**config.mk**
```make
export PLATFORM = sky130hd
export DESIGN_NAME = demux2_tdm
export DESIGN_NICKNAME = d
export VERILOG_FILES = /design/src/rtl/demux2_tdm.sv
export SDC_FILE = /design/constraint.sdc
export NUM_CORES = 1
export LEC_CHECK = 0
export CORE_ASPECT_RATIO = 1.75
export CORE_MARGIN = 1.5
export CORE_UTILIZATION = 42
export DETAILED_ROUTE_END_ITERATION = 12
export GPL_TIMING_DRIVEN = 0
export PLACE_DENSITY = 0.8
export SLEW_MARGIN = 20
export SYNTH_ARGS = -nofsm -noshare
export SYNTH_HDL_FRONTEND = slang
export SYNTH_SLANG_ARGS = --single-unit
```
**constraint.sdc**
```tcl
create_clock -name clk -period 1.96 [get_ports clk]
set_clock_uncertainty 0.15 [all_clocks]
set_input_delay 0.392 -clock clk [delete_from_list [all_inputs] [get_ports clk]]
set_output_delay 0.392 -clock clk [all_outputs]
set_load 0.05 [all_outputs]
```
**src/rtl/demux2_tdm.sv**
```systemverilog
// Splits an interleaved A/B word stream into two valid/ready channels.
// Slot alignment comes from the sync marker carried by every slot-A word.
module demux2_tdm #(
  parameter int unsigned WIDTH = 4,
  parameter int unsigned CNT_W = 8
) (
  input  logic             clk,
  input  logic             rst_n,
  input  logic             in_valid,
  input  logic             in_sync,
  input  logic [WIDTH-1:0] in_data,
  output logic             in_ready,
  output logic [WIDTH-1:0] a_data,
  output logic             a_valid,
  input  logic             a_ready,
  output logic [WIDTH-1:0] b_data,
  output logic             b_valid,
  input  logic             b_ready,
  output logic             sync_err,
  output logic [CNT_W-1:0] pair_count
);

  typedef enum logic [1:0] {
    HUNT  = 2'd0,
    EXP_A = 2'd1,
    EXP_B = 2'd2
  } state_e;

  state_e             state_q, state_d;
  logic [WIDTH-1:0]   a_data_q, a_data_d;
  logic [WIDTH-1:0]   b_data_q, b_data_d;
  logic               a_valid_q, a_valid_d;
  logic               b_valid_q, b_valid_d;
  logic               sync_err_q, sync_err_d;
  logic [CNT_W-1:0]   pair_count_q, pair_count_d;
  logic               in_ready_c;
  logic               xfer_c;
  logic               a_space_c;
  logic               b_space_c;

  // A holding register can take a word when empty or draining this cycle.
  always_comb begin
    a_space_c = !a_valid_q || a_ready;
    b_space_c = !b_valid_q || b_ready;
    unique case (state_q)
      EXP_A:   in_ready_c = a_space_c;
      EXP_B:   in_ready_c = b_space_c;
      default: in_ready_c = 1'b1;
    endcase
    xfer_c = in_valid && in_ready_c;
  end

  always_comb begin
    state_d      = state_q;
    a_data_d     = a_data_q;
    b_data_d     = b_data_q;
    a_valid_d    = a_valid_q && !a_ready;
    b_valid_d    = b_valid_q && !b_ready;
    sync_err_d   = 1'b0;
    pair_count_d = pair_count_q;

    if (xfer_c) begin
      unique case (state_q)
        HUNT: begin
          // Locking word never overwrites an unconsumed A word.
          if (in_sync) begin
            state_d = EXP_B;
            if (a_space_c) begin
              a_data_d  = in_data;
              a_valid_d = 1'b1;
            end
          end
        end
        EXP_A: begin
          if (in_sync) begin
            a_data_d  = in_data;
            a_valid_d = 1'b1;
            state_d   = EXP_B;
          end else begin
            sync_err_d = 1'b1;
            state_d    = HUNT;
          end
        end
        EXP_B: begin
          if (!in_sync) begin
            b_data_d     = in_data;
            b_valid_d    = 1'b1;
            pair_count_d = pair_count_q + CNT_W'(1);
            state_d      = EXP_A;
          end else begin
            // Resync: the marked word restarts the pair as a new slot-A word.
            sync_err_d = 1'b1;
            if (a_space_c) begin
              a_data_d  = in_data;
              a_valid_d = 1'b1;
            end
          end
        end
        default: state_d = HUNT;
      endcase
    end
  end

  always_ff @(posedge clk or negedge rst_n) begin
    if (!rst_n) begin
      state_q      <= HUNT;
      a_data_q     <= '0;
      b_data_q     <= '0;
      a_valid_q    <= 1'b0;
      b_valid_q    <= 1'b0;
      sync_err_q   <= 1'b0;
      pair_count_q <= '0;
    end else begin
      state_q      <= state_d;
      a_data_q     <= a_data_d;
      b_data_q     <= b_data_d;
      a_valid_q    <= a_valid_d;
      b_valid_q    <= b_valid_d;
      sync_err_q   <= sync_err_d;
      pair_count_q <= pair_count_d;
    end
  end

  assign in_ready   = in_ready_c;
  assign a_data     = a_data_q;
  assign a_valid    = a_valid_q;
  assign b_data     = b_data_q;
  assign b_valid    = b_valid_q;
  assign sync_err   = sync_err_q;
  assign pair_count = pair_count_q;

endmodule

```
==> results.json <==
{
  "grt_first_pass_wirelength_um": 4100,
  "critPathLaunchType": "flip-flop",
  "grt_pass1_vias": 878,
  "start_util_pct": 43.4,
  "synth_edf_count": 0,
  "die_w_um": 41.1,
  "place_inst": 141,
  "avgViaCountPerCell": 5.63,
  "cp_data_arrival_time_ns": 1.56,
  "wl_met3_um": 74,
  "cts_made_buffers": 3,
  "fin_ws_ns": -0.143,
  "r2r_cells": 8,
  "worst_hold_slack_ns": 0.337,
  "ys_top_cells_by_count": "21 x dfrtp_1, 7 x xnor2_1, 6 x nand4_1",
  "drive_above_1_share_pct": 31.8,
  "r2r_end": "a_data[1]",
  "syn_nets": 103,
  "endpoint": "in_ready",
  "antenna_left": 0,
  "ctsHoldBuffers": 0,
  "synth_top_flop_cell": "dfrtp_1",
  "finalInstanceArea_um2": 1570,
  "antenna_found_initial": 0,
  "hp-class": "flip-flop to flip-flop",
  "place.gp.congestion": 0.755,
  "fin_crit_ns": 2.10,
  "r2r-start": "state_q[0]",
  "seqCellArea_um2": 531,
  "ff2ff_setup_slack_ns": -0.10,
  "dr.pass1.iters": 4,
  "vias": 872,
  "die_h_um": 69.7,
  "cts_sinks": 21,
  "postSynth.asyncResetShare_pct": 100,
  "drv_cap": 0,
  "core_um2": 2460,
  "area_growth_pct": 46.7,
  "violations": "negative setup slack",
  "cts_tree": "yes",
  "maxUsedRoutingLayer": "met4",
  "fill_cells": 203,
  "dp_hpwl_um": 1720,
  "num_antenna_cells": 0,
  "p_per_area_nw_per_um2": 1770,
  "leakage_nw": 0.745,
  "finalMaxSlewViolations": 0,
  "synth_top_area_share_pct": 49.2,
  "rsz0062_at_grt": "yes",
  "drc": 0,
  "grt_max_degree": 22,
  "crit_required_ns": 1.42,
  "slew_headroom_pct": 39.0,
  "drtIter0Drc": 18,
  "ir_drop_mv": 0.950,
  "cts_root_buffer": "clkbuf_8",
  "worstSetupEndpointType": "primary output",
  "rows": 24,
  "fmax_mhz": 475,
  "worst-setup-path-type": "flip-flop to primary output",
  "cts.htree.levels": 1,
  "routed_wl_um": 2560,
  "clkTransAtPathRegs_ns": 0.07,
  "synth-seq-cells": 21,
  "io_buffers": 27,
  "setup_violations": 11,
  "drt-met1-wl_um": 1020,
  "dieArea_um2": 2870,
  "final_nets": 145,
  "synth_most_common_cell": "dfrtp_1",
  "stdcell_count": 155,
  "synth_area_per_cell_um2": 12.1,
  "worst-path-max-fanout": 4,
  "worst_pin_slew_ns": 0.912,
  "yosys.area.top_type": "dfrtp_1",
  "syn-instance-count": 88,
  "wl_per_cell_um": 16.5,
  "overflow": 0,
  "wl_met2_um": 1350,
  "synth_cell_types": 33,
  "worstSkewPairLatency_ns": 0.26,
  "gr-usage-all-layers_pct": 20.9,
  "io_pins": 30,
  "synthTopCellsByArea": "dfrtp_1 49%, ha_1 5.9%, xnor2_1 5.7%",
  "yosys_warnings": 0,
  "syn-cell-area_um2": 1070,
  "yosysSeqAreaShare_pct": 49.2,
  "hold_viol": 0,
  "critPathLaunch": "state_q[0]",
  "clockBufferDepth": 2,
  "multi_input_area_um2": 592,
  "period_share_pct": 107,
  "place_area_um2": 1400,
  "status": "finished, violations left"
}
[cell usage in the layout, fill, tap and decap left out, drive strengths merged]
| master | count |
|---|---|
| nor2b | 2 |
| o21ai | 1 |
| clkbuf | 4 |
| nand2b | 2 |
| ha | 5 |
| a211o | 1 |
| nor2 | 4 |
| nand4 | 6 |
| buf | 13 |
| and2b | 1 |
| clkdlybuf4s50 | 8 |
| dfrtp | 21 |
| nand3 | 2 |
| or3 | 1 |
| mux2i | 1 |
| a2bb2oi | 1 |
| dlygate4sd2 | 18 |
| and3 | 1 |
| xnor2 | 7 |
| inv | 6 |
| o221ai | 1 |
| a211oi | 1 |
| nor4b | 1 |
| mux2 | 9 |
| nand2 | 4 |
| o41ai | 1 |
| a21oi | 1 |
| a221oi | 1 |
| nand4b | 2 |
| o32a | 1 |
| or4 | 1 |
| nor3 | 1 |
[flip-flops by register name, summed over array words and instances, names as in the netlist]
signal,count
a_data,4
a_valid,1
b_data,4
b_valid,1
state_q,2
sync_err,1
pair_count,8
[cells by family after synthesis]
kind of cell / Yosys count / synth area share, %
simple gates: 28 / 17.4
compound gates: 9 / 8.31
mux: 10 / 10.4
buf+inv: 8 / 3.04
fa+ha+maj: 5 / 5.85
xor+xnor: 7 / 5.74
flops: 21 / 49.2
[per-layer routing]
metal	global-route usage [%]	vias up
met5	0	-
met4	12.2	0
met3	2.56	11
met2	32.6	25
met1	25.7	441
li1	-	395
[per-stage QoR]
step | setup slack, ns | setup TNS, ns | power (W) | utilization (%)
4_1_cts | -0.134 | -0.716 | 0.00264 | 61.0
3_3_place_gp | -0.848 | -4.31 | 0.00225 | 56.9
2_1_floorplan | -0.0175 | -0.0877 | 0.00183 | -
5_1_grt | -0.204 | -1.53 | 0.00292 | 63.7
6_report | -0.143 | -0.818 | 0.00278 | 63.7
3_5_place_dp | -0.858 | -4.72 | 0.00230 | 56.9
[repair_timing]
action / 4_1_cts / 5_1_grt
gates resized for setup: 31 / 10
buffers inserted: 8 / 2
setup endpoints to repair: 28 / 14
pin swaps: 2 / 2
[critical path: stages, from the launching register on]
cell and delay [ns]:
dfrtp_2 0.44, inv_4 0.07, ha_4 0.27, inv_4 0.04, a221oi_4 0.27, inv_4 0.06
buf_8 0.15
[worst min path at each step]
stage	from	to	cells past startpoint
2_1_floorplan	rst_n	a_data[0]	0
3_3_place_gp	pair_count[7]	pair_count[7]	1
3_5_place_dp	pair_count[7]	pair_count[7]	1
4_1_cts	in_sync	a_valid	3
5_1_grt	in_valid	pair_count[4]	3
6_report	pair_count[7]	pair_count[7]	1
[where the power goes]
group          leakage (nW)  switching (W)  internal (W)
clock                0.0228       0.000135      0.000145
sequential            0.262       0.000140      0.000602
combinational         0.461        0.00108      0.000681
[final cells by class]
cell class	instances	share of cell area (%)
tap	26	2.08
inverter	6	1.92
timing repair buffer	37	20.9
clock buffer	4	2.87
sequential	21	33.8
buffer	2	0.638
multi-input combinational	59	37.7
No activity file was read; power rests on OpenSTA's default activity.
